## src/rtl/int2float_pkg.sv

```systemverilog
// Shared definitions for the int2float round-robin scheduler: widths, result type
// and a reference conversion function.
package int2float_pkg;

    localparam int INT_W  = 11;
    localparam int MANT_W = 4;
    localparam int EXP_W  = 3;

    typedef struct packed {
        logic [EXP_W-1:0]  exp;
        logic [MANT_W-1:0] mant;
    } float7_t;

    // Truncating conversion: the value is approximated as mant << exp.
    function automatic float7_t int2float(input logic [INT_W-1:0] x);
        float7_t r;
        r.exp  = '0;
        r.mant = x[MANT_W-1:0];
        for (int p = MANT_W; p < INT_W; p++) begin
            if (x[p]) begin
                r.exp  = EXP_W'(p - (MANT_W - 1));
                r.mant = MANT_W'(x >> (p - (MANT_W - 1)));
            end
        end
        return r;
    endfunction

endpackage

```

## src/rtl/int2float_conv.sv

```systemverilog
// Purely combinational 11-bit unsigned integer to 3-bit exponent / 4-bit mantissa
// converter; truncates the bits below the leading four.
module int2float_conv
    import int2float_pkg::*;
(
    input  logic [INT_W-1:0] x,
    output float7_t          y
);

    logic [3:0] msb_pos;
    logic       big;

    // Locate the most significant set bit; values below 16 need no normalisation.
    always_comb begin
        msb_pos = 4'd0;
        for (int p = 0; p < INT_W; p++) begin
            if (x[p]) begin
                msb_pos = 4'(p);
            end
        end
        big = (msb_pos >= 4'(MANT_W));
    end

    always_comb begin
        y.exp  = '0;
        y.mant = x[MANT_W-1:0];
        if (big) begin
            y.exp  = EXP_W'(msb_pos - 4'(MANT_W - 1));
            y.mant = MANT_W'(x >> (msb_pos - 4'(MANT_W - 1)));
        end
    end

endmodule

```

## src/rtl/int2float_rr_sched.sv

```systemverilog
// Round-robin scheduler sharing one int-to-float converter among N_REQ requesters,
// with a single registered result slot and valid/ready backpressure.
module int2float_rr_sched
    import int2float_pkg::*;
#(
    parameter  int N_REQ = 4,
    localparam int ID_W  = $clog2(N_REQ)
) (
    input  logic                     clk,
    input  logic                     rst_n,
    input  logic [N_REQ-1:0]         req_valid,
    input  logic [N_REQ*INT_W-1:0]   req_data,
    output logic [N_REQ-1:0]         req_ready,
    output logic                     resp_valid,
    input  logic                     resp_ready,
    output logic [ID_W-1:0]          resp_id,
    output logic [MANT_W-1:0]        resp_mant,
    output logic [EXP_W-1:0]         resp_exp,
    output logic                     busy
);

    localparam logic [ID_W:0] N_WIDE = (ID_W+1)'(N_REQ);

    logic [ID_W-1:0]  ptr;
    logic [ID_W-1:0]  ptr_next;
    logic [N_REQ-1:0] rot_valid;
    logic [ID_W:0]    idx;
    logic [ID_W:0]    sum;
    logic [ID_W-1:0]  offset;
    logic [ID_W-1:0]  winner;
    logic             any_valid;
    logic             can_load;
    logic             accept;
    logic [INT_W-1:0] winner_data;
    float7_t          conv_out;
    float7_t          resp_res;

    // Rotate the valid vector so position 0 is the pointer, then pick the lowest
    // set position; modulo arithmetic keeps non-power-of-two N_REQ in range.
    always_comb begin
        rot_valid = '0;
        idx       = '0;
        for (int i = 0; i < N_REQ; i++) begin
            idx = {1'b0, ptr} + (ID_W+1)'(i);
            if (idx >= N_WIDE) begin
                idx = idx - N_WIDE;
            end
            rot_valid[i] = req_valid[idx[ID_W-1:0]];
        end
        any_valid = |rot_valid;
        offset    = '0;
        for (int i = N_REQ - 1; i >= 0; i--) begin
            if (rot_valid[i]) begin
                offset = ID_W'(i);
            end
        end
        sum = {1'b0, ptr} + {1'b0, offset};
        if (sum >= N_WIDE) begin
            sum = sum - N_WIDE;
        end
        winner = sum[ID_W-1:0];
    end

    always_comb begin
        can_load  = ~resp_valid | resp_ready;
        accept    = any_valid & can_load;
        req_ready = accept ? (N_REQ'(1) << winner) : '0;
        ptr_next  = (winner == ID_W'(N_REQ - 1)) ? '0 : winner + 1'b1;
        busy      = resp_valid | (|req_valid);
    end

    assign winner_data = req_data[INT_W*int'(winner) +: INT_W];

    int2float_conv u_conv (
        .x (winner_data),
        .y (conv_out)
    );

    // Result slot: reload on accept (even while draining), clear valid on a bare drain.
    always_ff @(posedge clk or negedge rst_n) begin
        if (!rst_n) begin
            resp_valid <= 1'b0;
            resp_id    <= '0;
            resp_res   <= '0;
            ptr        <= '0;
        end else if (accept) begin
            resp_valid <= 1'b1;
            resp_id    <= winner;
            resp_res   <= conv_out;
            ptr        <= ptr_next;
        end else if (resp_ready) begin
            resp_valid <= 1'b0;
        end
    end

    assign resp_exp  = resp_res.exp;
    assign resp_mant = resp_res.mant;

endmodule

```

## config.mk

```make
export PLATFORM = sky130hd
export DESIGN_NAME = int2float_rr_sched
export DESIGN_NICKNAME = d
export VERILOG_FILES = /design/src/rtl/int2float_pkg.sv /design/src/rtl/int2float_conv.sv /design/src/rtl/int2float_rr_sched.sv
export SDC_FILE = /design/constraint.sdc
export NUM_CORES = 1
export LEC_CHECK = 0
export CAP_MARGIN = 25
export CORE_ASPECT_RATIO = 1.4
export CORE_MARGIN = 8
export CORE_UTILIZATION = 30
export DETAILED_ROUTE_END_ITERATION = 10
export SKIP_LAST_GASP = 1
export SYNTH_ARGS = -nofsm -noshare
export SYNTH_HDL_FRONTEND = slang
export SYNTH_SLANG_ARGS = --single-unit
```

## constraint.sdc

```tcl
create_clock -name clk -period 4.9 [get_ports clk]
set_input_delay 0.735 -clock clk [delete_from_list [all_inputs] [get_ports clk]]
set_output_delay 0.735 -clock clk [all_outputs]
set_load 0.02 [all_outputs]
```

==> impl_metrics.xml <==
<?xml version="1.0" encoding="UTF-8"?>
<metrics>
  <group name="cells_and_area">
    <metric name="syn2layout_area_growth" unit="%">45.0</metric>
    <metric name="diodes" unit="">0</metric>
    <metric name="post_route_cells_drive_above_1_share" unit="">0.151</metric>
    <metric name="nets" unit="">357</metric>
  </group>
  <group name="synthesis">
    <metric name="synth_top_family_by_area" unit="">compound AO/OA/AOI/OAI gates</metric>
    <metric name="synth_edf_count" unit="">0</metric>
    <metric name="asyncSetResetFlopFracSynth" unit="">1.00</metric>
    <metric name="post_synth_instance_area" unit="µm²">1900</metric>
    <metric name="post_synth_xor_area_fraction" unit="">0.0401</metric>
    <metric name="portion_of_the_post_synthesis_area_used_by_sequential_elements" unit="">0.158</metric>
    <metric name="area_fraction_in_compound_gates_after_synthesis" unit="">0.256</metric>
    <metric name="syn_nets" unit="">282</metric>
    <metric name="synthesized_area_fraction_occupied_by_adder_cells" unit="">0.0395</metric>
    <metric name="ys.warnings.count" unit="">0</metric>
    <metric name="post_synthesis_cell_type_count" unit="">50</metric>
    <metric name="postSynthAreaPerCell" unit="µm²">8.45</metric>
    <metric name="ys_seq_elements" unit="">12</metric>
    <metric name="synth_mux_area_frac" unit="">0.236</metric>
    <metric name="synth_top_flop_cell" unit="">sky130_fd_sc_hd__dfrtp_1</metric>
    <metric name="number_of_standard_cells_after_synthesis" unit="">225</metric>
    <metric name="yosys.area_share.simple" unit="">0.207</metric>
  </group>
  <group name="worst_setup_path">
    <metric name="endpoint_kind" unit="">flop</metric>
    <metric name="reg2reg_to" unit="">resp_mant[1]$_DFFE_PN0P_</metric>
    <metric name="critical_path_class" unit="">primary input to flop</metric>
    <metric name="cp_data_arrival_time" unit="ns">4.64</metric>
    <metric name="worst-r2r-cell-count" unit="">16</metric>
    <metric name="critPathSlowestCell" unit="">sky130_fd_sc_hd__clkdlybuf4s50_1</metric>
    <metric name="critical_path.max_fanout" unit="">9</metric>
    <metric name="regToRegStartpoint" unit="">ptr[1]$_DFFE_PN0P_</metric>
    <metric name="cp_cell_sequence" unit="">clkdlybuf4s50_1, nand2_1, a2bb2oi_1, o211ai_1, o31a_1, ha_2, buf_4, inv_1, o31ai_1, o211ai_1, a31o_1, ha_1, inv_1, nor2_1, o211ai_1, and2_1, o211ai_1, a31o_1</metric>
    <metric name="worstSetupStartpointType" unit="">primary input</metric>
    <metric name="timing.critical_path.slowest_cell_delay" unit="ns">0.60</metric>
    <metric name="critical_path.most_common_cell" unit="">sky130_fd_sc_hd__o211ai_1</metric>
    <metric name="cp.required" unit="ns">5.02</metric>
    <metric name="regToRegSetupSlack" unit="ns">0.84</metric>
  </group>
  <group name="min_path">
    <metric name="hp-start" unit="">resp_exp[1]$_DFFE_PN0P_</metric>
    <metric name="min_delay_worst_endpoint" unit="">resp_exp[1]$_DFFE_PN0P_</metric>
    <metric name="hold_depth" unit="">2</metric>
    <metric name="min_path_type" unit="">flop to flop</metric>
  </group>
  <group name="placed_design">
    <metric name="dp.final_hpwl" unit="µm">5200</metric>
    <metric name="dp_slack" unit="ns">0.0558</metric>
    <metric name="portBuffers" unit="">65</metric>
    <metric name="routabilityCongestion" unit="">0.925</metric>
  </group>
  <group name="timing">
    <metric name="crit_path_setup_slack_layout" unit="ns">0.386</metric>
    <metric name="period_needed" unit="ns">4.51</metric>
    <metric name="timing.fmax" unit="GHz">0.222</metric>
    <metric name="worst_slew_margin_rel" unit="">0.508</metric>
    <metric name="finalMaxSlewViolations" unit="">0</metric>
    <metric name="clock_skew" unit="ns">0.00156</metric>
    <metric name="max_slew.worst_pin.slew" unit="ns">0.738</metric>
    <metric name="report.final.setup_viol" unit="">0</metric>
    <metric name="setup-tns-final" unit="ns">0</metric>
    <metric name="hold_viol" unit="">0</metric>
    <metric name="rsz0062_at_grt" unit="">false</metric>
    <metric name="fin_crit_sh" unit="">0.921</metric>
  </group>
  <group name="detailed_routing">
    <metric name="vias" unit="">2018</metric>
    <metric name="detail-route-antenna-nets" unit="">0</metric>
    <metric name="detail_route.first_pass.iterations" unit="">4</metric>
    <metric name="drc" unit="">0</metric>
    <metric name="detail_route.wl_per_cell" unit="µm">16.4</metric>
    <metric name="dr.first_iter.drc_count" unit="">77</metric>
    <metric name="routed_wl" unit="µm">6080</metric>
    <metric name="route.detailed.vias_per_inst" unit="">5.44</metric>
  </group>
  <group name="die">
    <metric name="die_area" unit="µm²">9180</metric>
    <metric name="design.core.area" unit="µm²">6170</metric>
    <metric name="ios" unit="">66</metric>
    <metric name="die_w" unit="µm">83.3</metric>
    <metric name="floorplan.initialDensity" unit="">0.308</metric>
    <metric name="core.rowCount" unit="">34</metric>
    <metric name="die-height" unit="µm">110</metric>
  </group>
  <group name="cts">
    <metric name="cts-resized-gates" unit="">0</metric>
    <metric name="clock_insertion_delay_worst_skew" unit="ns">0.23</metric>
    <metric name="tritoncts.num_buffers" unit="">3</metric>
    <metric name="cts.clk_slew.worst_paths" unit="ns">0.05</metric>
    <metric name="tritoncts" unit="">done</metric>
    <metric name="postCtsHoldBufs" unit="">0</metric>
    <metric name="cts_buffer_depth" unit="">2</metric>
    <metric name="postCtsSetupBuffers" unit="">0</metric>
    <metric name="clock_tree.root_cell" unit="">sky130_fd_sc_hd__clkbuf_8</metric>
    <metric name="htree_num_levels" unit="">1</metric>
    <metric name="clock_sinks" unit="">12</metric>
  </group>
  <group name="grt">
    <metric name="pin_count_of_the_biggest_net_entering_global_routing" unit="">15</metric>
    <metric name="grt_pass1_wl" unit="µm">10300</metric>
    <metric name="first_global_vias" unit="">2238</metric>
    <metric name="globalRouteOverflowTotal" unit="">0</metric>
    <metric name="grt_usage" unit="">0.133</metric>
    <metric name="antenna_found_initial" unit="">0</metric>
  </group>
  <group name="run_status">
    <metric name="outcome" unit="">finished clean</metric>
  </group>
  <group name="pwr">
    <metric name="powerDensity" unit="nW/µm²">881</metric>
    <metric name="vdd_ir_drop_max" unit="mV">0.356</metric>
    <metric name="leakagePower" unit="µW">0.00109</metric>
  </group>
  <group name="flow_run">
    <metric name="maxCapViolations" unit="">0</metric>
  </group>
</metrics>
-- metal layers --
layer | vias up | wire (µm) | global-route usage
met2 | 62 | 3320 | 0.267
met3 | 8 | 288 | 0.0228
li1 | 995 | - | -
met4 | 0 | 99 | 0.0390
met5 | - | 0 | 0
met1 | 953 | 2370 | 0.137
-- worst max-delay path: cells and delay by family --
| kind | cells | cell delay (ns) |
|---|---|---|
| compound gates | 9 | 1.76 |
| simple gates | 3 | 0.32 |
| fa+ha+maj | 2 | 0.74 |
| buf+inv | 4 | 1.07 |
-- power by group --
part / total (µW) / internal (µW) / switching (µW)
Clock: 105 / 70.8 / 33.9
Combinational: 2130 / 989 / 1140
Sequential: 197 / 151 / 45.1
-- cells by family (layout without fill, tap and decap cells) --
family | Yosys count | count (layout)
adder cells (fa/ha/maj) | 6 | 6
AND/OR/NAND/NOR | 79 | 79
multiplexers | 29 | 29
AO/OA/AOI/OAI | 69 | 69
XOR/XNOR | 4 | 4
buffers and inverters | 26 | 100
flip-flops | 12 | 12
-- flip-flops by register name, summed over array words and instances (netlist names) --
signal      count
resp_mant       4
resp_exp        3
resp_id         2
ptr             2
resp_valid      1
-- Yosys cell counts, types with 2 or more instances --
cell	count	area, µm²
sky130_fd_sc_hd__nand2_1	21	78.8
sky130_fd_sc_hd__nor2_1	19	71.3
sky130_fd_sc_hd__inv_1	14	52.6
sky130_fd_sc_hd__mux2i_1	14	140
sky130_fd_sc_hd__a21oi_1	13	65.1
sky130_fd_sc_hd__dfrtp_1	12	300
sky130_fd_sc_hd__nand2b_1	10	62.6
sky130_fd_sc_hd__mux4_2	9	203
sky130_fd_sc_hd__o21ai_0	8	40.0
sky130_fd_sc_hd__o211ai_1	7	52.6
sky130_fd_sc_hd__a31oi_1	6	37.5
sky130_fd_sc_hd__and2_1	6	37.5
sky130_fd_sc_hd__ha_1	6	75.1
sky130_fd_sc_hd__o21ai_1	6	30.0
sky130_fd_sc_hd__o32ai_1	5	43.8
sky130_fd_sc_hd__buf_4	4	30.0
sky130_fd_sc_hd__nor3_1	4	20.0
sky130_fd_sc_hd__nor4_1	4	25.0
sky130_fd_sc_hd__o22ai_1	4	25.0
sky130_fd_sc_hd__a22o_1	3	26.3
sky130_fd_sc_hd__mux2_2	3	33.8
sky130_fd_sc_hd__nand3_1	3	15.0
sky130_fd_sc_hd__nor2b_1	3	18.8
sky130_fd_sc_hd__o31ai_1	3	22.5
sky130_fd_sc_hd__or3_1	3	18.8
sky130_fd_sc_hd__xnor2_2	3	48.8
sky130_fd_sc_hd__a21o_1	2	15.0
sky130_fd_sc_hd__a31o_1	2	17.5
sky130_fd_sc_hd__buf_2	2	10.0
sky130_fd_sc_hd__clkbuf_1	2	7.51
sky130_fd_sc_hd__inv_2	2	7.51
sky130_fd_sc_hd__mux2i_4	2	45.0
sky130_fd_sc_hd__nand3b_1	2	15.0
sky130_fd_sc_hd__nor3b_1	2	15.0
-- through the flow --
| stage | instance area [µm²] | utilization | cells | hold slack, ns | power (µW) |
|---|---|---|---|---|---|
| floorplan | 1900 | - | 225 | 0.439 | 1750 |
| global placement | 2690 | 0.437 | 367 | 0.468 | 2310 |
| detailed placement | 2690 | 0.437 | 367 | 0.480 | 2310 |
| CTS | 2750 | 0.445 | 371 | 0.492 | 2430 |
| global route | 2760 | 0.447 | 371 | 0.545 | 2660 |
| finish | 2760 | 0.447 | 371 | 0.481 | 2430 |
-- area by class of cell --
cell class                 instances  area (µm²)
sequential                        12         300
fill                             620        3410
inverter                          16        60.1
multi-input combinational        187        1490
timing repair buffer              80         763
tap                               72        90.1
clock buffer                       4        55.1
-- worst max-delay path by stage --
stage	startpoint	to	slack, ns	cells after the start
floorplan	req_valid[3]	resp_mant[1]$_DFFE_PN0P_	0.31	18
global placement	req_valid[0]	resp_mant[1]$_DFFE_PN0P_	0.11	18
global route	req_valid[0]	resp_mant[1]$_DFFE_PN0P_	0.08	18
finish	req_valid[3]	resp_mant[1]$_DFFE_PN0P_	0.39	18
detailed placement	req_valid[3]	resp_mant[1]$_DFFE_PN0P_	0.06	18
CTS	req_valid[3]	resp_mant[1]$_DFFE_PN0P_	0.29	18
-- cells in the final DEF (no fill, tap or decap), types with 4 or more instances in the layout --
| cell type | n |
|---|---|
| sky130_fd_sc_hd__mux4_2 | 9 |
| sky130_fd_sc_hd__nand2_1 | 21 |
| sky130_fd_sc_hd__ha_1 | 5 |
| sky130_fd_sc_hd__nor2_1 | 19 |
| sky130_fd_sc_hd__buf_4 | 15 |
| sky130_fd_sc_hd__clkbuf_8 | 4 |
| sky130_fd_sc_hd__clkdlybuf4s50_1 | 65 |
| sky130_fd_sc_hd__o21ai_1 | 6 |
| sky130_fd_sc_hd__a31oi_1 | 6 |
| sky130_fd_sc_hd__and2_1 | 6 |
| sky130_fd_sc_hd__inv_1 | 14 |
| sky130_fd_sc_hd__mux2i_1 | 14 |
| sky130_fd_sc_hd__o211ai_1 | 7 |
| sky130_fd_sc_hd__o21ai_0 | 8 |
| sky130_fd_sc_hd__nor4_1 | 4 |
| sky130_fd_sc_hd__dfrtp_1 | 12 |
| sky130_fd_sc_hd__nor3_1 | 4 |
| sky130_fd_sc_hd__o22ai_1 | 4 |
| sky130_fd_sc_hd__nand2b_1 | 10 |
| sky130_fd_sc_hd__a21oi_1 | 13 |
| sky130_fd_sc_hd__o32ai_1 | 4 |
Note: power is estimated with default switching activity, not from simulation.
